--- src/rtl/bus_arbiter_rr.sv ---
// bus_arbiter_rr: round-robin bus arbiter with begin-window and transaction watchdog
//   cpuClock/cpuReset         : clock, synchronous active-high reset
//   busRequests   (in,  N)    : level-held per-master requests
//   busGrants     (out, N)    : one-cycle one-hot grant pulse
//   grantedMaster (out, 3)    : index of current or last bus owner
//   busBusy       (out, 1)    : high from grant until the transaction closes
//   beginTransactionIn/endTransactionIn/dataValidIn/busErrorIn : bus activity strobes
//   busErrorOut   (out, 1)    : one-cycle error strobe on watchdog expiry
//   timeoutCount  (out, 8)    : saturating count of watchdog expiries
module bus_arbiter_rr #(
    parameter int NUM_MASTERS    = 4,
    parameter int TIMEOUT_CYCLES = 255,
    parameter int BEGIN_WINDOW   = 3
) (
    input  logic                   cpuClock,
    input  logic                   cpuReset,
    input  logic [NUM_MASTERS-1:0] busRequests,
    output logic [NUM_MASTERS-1:0] busGrants,
    output logic [2:0]             grantedMaster,
    output logic                   busBusy,
    input  logic                   beginTransactionIn,
    input  logic                   endTransactionIn,
    input  logic                   dataValidIn,
    input  logic                   busErrorIn,
    output logic                   busErrorOut,
    output logic [7:0]             timeoutCount
);
    localparam int BW_W = ($clog2(BEGIN_WINDOW + 1) > 2) ? $clog2(BEGIN_WINDOW + 1) : 2;

    typedef enum logic [2:0] {IDLE, GRANT, WAIT_BEGIN, BUSY, TIMEOUT} state_t;

    state_t                 state_q;
    logic [NUM_MASTERS-1:0] grants_q;
    logic [2:0]             granted_q;
    logic [2:0]             last_owner_q;
    logic                   busy_q;
    logic                   err_q;
    logic [7:0]             tcount_q;
    logic [7:0]             wd_q;
    logic [BW_W-1:0]        bw_q;

    logic [2:0] win_d;
    logic [2:0] hi_idx;
    logic [2:0] lo_idx;
    logic       hi_hit;
    logic [7:0] wd_inc;

    // Round-robin pick: lowest requester above the last owner, else lowest requester overall.
    always_comb begin
        hi_idx = '0;
        lo_idx = '0;
        hi_hit = 1'b0;
        for (int i = NUM_MASTERS - 1; i >= 0; i--) begin
            if (busRequests[i]) begin
                lo_idx = 3'(i);
                if (3'(i) > last_owner_q) begin
                    hi_idx = 3'(i);
                    hi_hit = 1'b1;
                end
            end
        end
        win_d = hi_hit ? hi_idx : lo_idx;
    end

    // Watchdog expires on the cycle whose increment would reach the limit,
    // so the registered error lands TIMEOUT_CYCLES+1 cycles after last activity.
    assign wd_inc = wd_q + 8'd1;

    always_ff @(posedge cpuClock) begin
        if (cpuReset) begin
            state_q      <= IDLE;
            grants_q     <= '0;
            granted_q    <= '0;
            last_owner_q <= 3'(NUM_MASTERS - 1);
            busy_q       <= 1'b0;
            err_q        <= 1'b0;
            tcount_q     <= '0;
            wd_q         <= '0;
            bw_q         <= '0;
        end else begin
            grants_q <= '0;
            err_q    <= 1'b0;
            case (state_q)
                IDLE: begin
                    if (|busRequests) begin
                        state_q      <= GRANT;
                        grants_q     <= NUM_MASTERS'(1) << win_d;
                        granted_q    <= win_d;
                        last_owner_q <= win_d;
                        busy_q       <= 1'b1;
                    end
                end
                GRANT: begin
                    state_q <= WAIT_BEGIN;
                    bw_q    <= '0;
                end
                WAIT_BEGIN: begin
                    if (beginTransactionIn) begin
                        state_q <= BUSY;
                        wd_q    <= '0;
                    end else if (bw_q == BW_W'(BEGIN_WINDOW - 1)) begin
                        state_q <= IDLE;
                        busy_q  <= 1'b0;
                    end else begin
                        bw_q <= bw_q + BW_W'(1);
                    end
                end
                BUSY: begin
                    if (endTransactionIn) begin
                        state_q <= IDLE;
                        busy_q  <= 1'b0;
                    end else if (dataValidIn || busErrorIn) begin
                        wd_q <= '0;
                    end else if (wd_inc == 8'(TIMEOUT_CYCLES)) begin
                        state_q  <= TIMEOUT;
                        err_q    <= 1'b1;
                        tcount_q <= (tcount_q == 8'hFF) ? tcount_q : tcount_q + 8'd1;
                        wd_q     <= '0;
                    end else begin
                        wd_q <= wd_inc;
                    end
                end
                TIMEOUT: begin
                    if (endTransactionIn || wd_inc == 8'(TIMEOUT_CYCLES)) begin
                        state_q <= IDLE;
                        busy_q  <= 1'b0;
                    end else begin
                        wd_q <= wd_inc;
                    end
                end
                default: begin
                    state_q <= IDLE;
                    busy_q  <= 1'b0;
                end
            endcase
        end
    end

    assign busGrants     = grants_q;
    assign grantedMaster = granted_q;
    assign busBusy       = busy_q;
    assign busErrorOut   = err_q;
    assign timeoutCount  = tcount_q;
endmodule

--- config.mk ---
export PLATFORM = sky130hd
export DESIGN_NAME = bus_arbiter_rr
export DESIGN_NICKNAME = d
export VERILOG_FILES = /design/src/rtl/bus_arbiter_rr.sv
export SDC_FILE = /design/constraint.sdc
export NUM_CORES = 1
export LEC_CHECK = 0
export CORE_MARGIN = 2
export CORE_UTILIZATION = 35
export DETAILED_ROUTE_END_ITERATION = 10
export SETUP_SLACK_MARGIN = 0.4
export SYNTH_ARGS = -nofsm -noshare
export SYNTH_HDL_FRONTEND = slang
export SYNTH_SLANG_ARGS = --single-unit
--- constraint.sdc ---
create_clock -name cpuClock -period 2.9 [get_ports cpuClock]
set_input_delay 0.29 -clock cpuClock [delete_from_list [all_inputs] [get_ports cpuClock]]
set_output_delay 0.29 -clock cpuClock [all_outputs]
set_load 0.1 [all_outputs]
; ---- Yosys cells after proc, flatten, opt, wreduce, memory -nomap -nowiden
; Index checks and enable logic that the tools add are counted.
[classes]
n_addsub = 3
n_reduce_logical = 14
bitwise = 7
magnitude_cmp = 4
shift = 1
eq_ne = 19
muxes = 45
[op_table]
columns = op, count
row1 = $mux 3, 17
row2 = $mux 8, 5
row3 = $pmux 8 s3, 1
row4 = $ne 2x2->1 const B, 9
row5 = $add 8x1->8 const B, 2
row6 = $eq 8x8->1 const B, 2
row7 = $pmux 3 s5, 1
row8 = $mux 1, 14
row9 = $mux 2, 5
row10 = $reduce_and 5->1, 2
row11 = $ne 3x3->1 const B, 3
row12 = $reduce_or 4->1, 2
row13 = $not 1->1, 7
row14 = $eq 3x2->1 const B, 2
row15 = $gt 1x3->1 const A, 2
row16 = $gt 2x3->1 const A, 2
row17 = $reduce_and 6->1, 1
row18 = $pmux 1 s5, 1
row19 = $pmux 2 s2, 1
row20 = $reduce_and 4->1, 1
row21 = $shl 1x3->4 const A, 1
row22 = $eq 3x1->1 const B, 1
row23 = $eq 3x3->1 const B, 1
row24 = $logic_not 3->1, 1
row25 = other kinds (8), 9
[word_totals]
regBits = 33
in_bits = 10
output_inout_bits = 17

; ---- Logic depth before layout (Yosys ltp)
[depth]
ltp_word = 11
depth_mapped = 8

; ---- Worst setup path after synthesis
; Ideal clock, no wire load.
[synth_timing]
kind = register to register
from = register tcount_q[0] (netlist: timeoutCount[0])
to = register tcount_q[3] (netlist: timeoutCount[3])
stages_incl_launch_ff = 9
arrival_ps = 2278
slack_ps = 552
synth_period_minus_slack_ps = 2348
cell_sequence = dfxtp_1 ha_1 nand2_1 nor2_1 a311oi_2 nand3_2 buf_6 or3_1 a21oi_1
[synth_via]
elab_chain_cells = 3
[synth_lines]
columns = element, line
row1 = "start, declared", 38  ; logic [7:0] tcount_q;
row2 = "start signal, assigned", 117  ; tcount_q <= (tcount_q == 8'hFF) ? tcount_q : tcount_q + 8'd1;
row3 = branches (longest 3 deep; another with $add 8x1->8), -
; Parallel ways; which one is timed is not known.
; A chain may end at the register's enable or synchronous reset.

; ---- Worst setup path after layout
[layout_timing]
from = register wd_q[2]
to = register tcount_q[7] (netlist: timeoutCount[7])
[layout_via]
elab_chain_cells = 3
[layout_lines]
columns = element, line
row1 = "start, declared", 39  ; logic [7:0] wd_q;
row2 = "start signal, assigned", 120  ; wd_q <= wd_inc;
row3 = "start signal, assigned", 128  ; wd_q <= wd_inc;
row4 = $add 8x1->8, 67  ; assign wd_inc = wd_q + 8'd1;
row5 = $eq 8x8->1, 114  ; end else if (wd_inc == 8'(TIMEOUT_CYCLES)) begin
row6 = $reduce_and 5->1 (no line), -
; No other way between the ends.

==> impl_metrics.yaml <==
synthesis:
  synth_top_cells_by_area: "dfxtp_1 (35%), a21oi_1 (5.4%), nor2_1 (4.9%)"
  yosysUniqueCellTypes: 55
  synth-main-ff-cell: "dfxtp_1"
  synth_common_cells: "dfxtp_1 (31), nor2_1 (23), a21oi_1 (19)"
  yosysMostFrequentCell: "dfxtp_1"
  async_reset_ff_frac: 0
  synth_edf_count: 0
  yosysWarnings: 0
  ys_ff_latch: 31
  synth_cells: 212
  synth_top_area_cell: "dfxtp_1"
  seq_area_frac_synth: 0.354
  synth_fp_nets: 226
  synth_top_cell_area_share: 0.354
  avgSynthCellArea_sq_um: 8.28
  synth_area_sq_um: 1760
placement:
  placedCellCount: 300
  dp_hpwl_um: 2850
  placed_area_sq_um: 2040
  post-place-ws_ps: 294
  routabilityCongestion: 0.827
  port_buffers: 25
sta:
  hold_viol_final: 0
  drv_slew: 0
  period_needed_ps: 2370
  hold_slack_ps: 460
  grt_setup_unrepaired: "true"
  setup_ws_ps: 532
  tightest_slew_ps: 527
  slew_headroom: 0.649
  fin_worst_skew_ps: 5.75
  setup_violations: 0
  setup_tns_ps: 0
  period_share: 0.817
  clock.fmax_ghz: 0.422
outcome:
  outcome: "completed"
routing:
  route.detailed.drc: 0
  firstDrtPassIters: 4
  ant_nets: 0
  drt_iter0_drc: 91
  wl_um: 3960
  vias: 1603
  via_per_inst: 5.15
  wl_per_cell_um: 12.7
clocking:
  cts_tree: "yes"
  cts_sinks: 31
  htreeDepth: 2
  cts_buffer_depth: 2
  root_buffer: "clkbuf_8"
  insertion_delay_ps: 290
  cts.clk_slew.worst_paths_ps: 70
  cts_buffers: 5
job:
  cap_violations: 0
grt:
  grt_max_degree: 21
  grt_pass1_vias: 1437
  antenna_found_initial: 0
  grt_overflow: 0
  grt_pass1_wl_um: 6510
  grt.total_usage: 0.153
floorplan:
  die-area_sq_um: 5600
  initial_core_util: 0.367
  core_area_sq_um: 4790
  fp.dieW_um: 74.8
  row_count: 25
  io_pins: 27
  die_y_um: 74.8
cells_and_area:
  fin_util: 0.462
  postLayoutCellArea_sq_um: 2210
  fin_nets: 257
  fillers: 482
  diodes: 0
  final_cells: 311
  drive_above_1_share: 0.217
  syn2layout_area_growth_pct: 25.9
setup_path:
  critPathLaunchType: "register"
  cp_data_required_time_ps: 3120
  crit_path_end_kind: "register"
  crit_arrival_ps: 2590
  path_class: "register to register"
  crit_path_max_fanout: 12
pwr:
  report.power.total_mw: 1.12
  p_per_area_nw_per_um2: 507
  cellLeakagePower_nw: 0.842
  vdd_drop_max_mv: 0.257
worst_hold_path:
  hold_class: "register to register"
[final cells by class]
cell class / count / area, sq um / share of cell area
Inverter: 12 / 45.0 / 0.0204
Sequential cell: 31 / 627 / 0.284
Timing Repair Buffer: 33 / 270 / 0.122
Multi-Input combinational cell: 160 / 1070 / 0.482
Clock inverter: 2 / 35.0 / 0.0159
Tap cell: 67 / 83.8 / 0.0379
Clock buffer: 6 / 82.6 / 0.0374
[worst max-delay path, stage by stage, from the launching register on]
cell      delay, ps
dfxtp_1         470
nand3_2         160
or3_4           410
a221oi_4        430
nand3_4         200
or4_1           500
a21oi_1         140
[sequential cells by signal, summed over array words and instances, names as in the netlist]
signal / count
timeoutCount: 8
busGrants: 4
last_owner_q: 2
state_q: 3
busBusy: 1
busErrorOut: 1
wd_q: 8
bw_q: 2
grantedMaster: 2
[logic make-up after synthesis]
family                   Yosys count  share of synthesized area
adder cells (fa/ha/maj)            4                     0.0285
other                              1                    0.00214
buffers and inverters             21                     0.0549
multiplexers                       3                     0.0178
AND/OR/NAND/NOR                   87                      0.271
XOR/XNOR                           2                    0.00998
AO/OA/AOI/OAI                     63                      0.262
flip-flops                        31                      0.354
[final timing paths]
| kind | startpoint | endpoint | slack, ps | depth (start not counted) |
|---|---|---|---|---|
| setup / recovery | wd_q[2]$_SDFFE_PP0P_ | timeoutCount[7]$_SDFFE_PP0P_ | 530 | 6 |
| setup reg to reg | wd_q[2]$_SDFFE_PP0P_ | timeoutCount[7]$_SDFFE_PP0P_ | 530 | 6 |
| hold reg to reg | grantedMaster[1]$_SDFFE_PP0P_ | grantedMaster[1]$_SDFFE_PP0P_ | 460 | 2 |
| hold / removal | grantedMaster[1]$_SDFFE_PP0P_ | grantedMaster[1]$_SDFFE_PP0P_ | 460 | 2 |
[what timing repair did]
| item | in CTS | in global routing |
|---|---|---|
| gates resized for setup | 4 | 4 |
| buffers inserted | 0 | 3 |
| setup endpoints to repair | 9 | 15 |
| hold buffers | 0 | 0 |
| pin swaps | 0 | 3 |
[power by group]
group          switching (mW)  total, mW  internal, mW
registers              0.0143      0.459         0.444
clock network           0.172      0.450         0.278
logic                   0.149      0.211        0.0620
total                   0.336       1.12         0.784
[cell usage in the layout (no fill, tap or decap), types with 4 or more instances in the layout]
cell type	count
o2bb2ai_1	4
a31o_2	5
or3_1	6
nand2b_1	5
nand2_1	15
nand3b_1	4
nor2b_1	4
clkdlybuf4s50_1	9
dfxtp_1	28
buf_4	24
a21oi_1	19
inv_1	11
o21ai_0	10
nand3_1	6
nor2_1	23
clkbuf_8	6
nor3_1	4
[routing by layer]
metal,share of wire,vias to the layer above,GRT usage
li1,-,839,-
met1,0.47,727,0.192
met2,0.47,35,0.251
met3,0.049,2,0.0442
met4,0.0081,0,0.0536
met5,0,-,0
(Power assumes the default switching activity.)
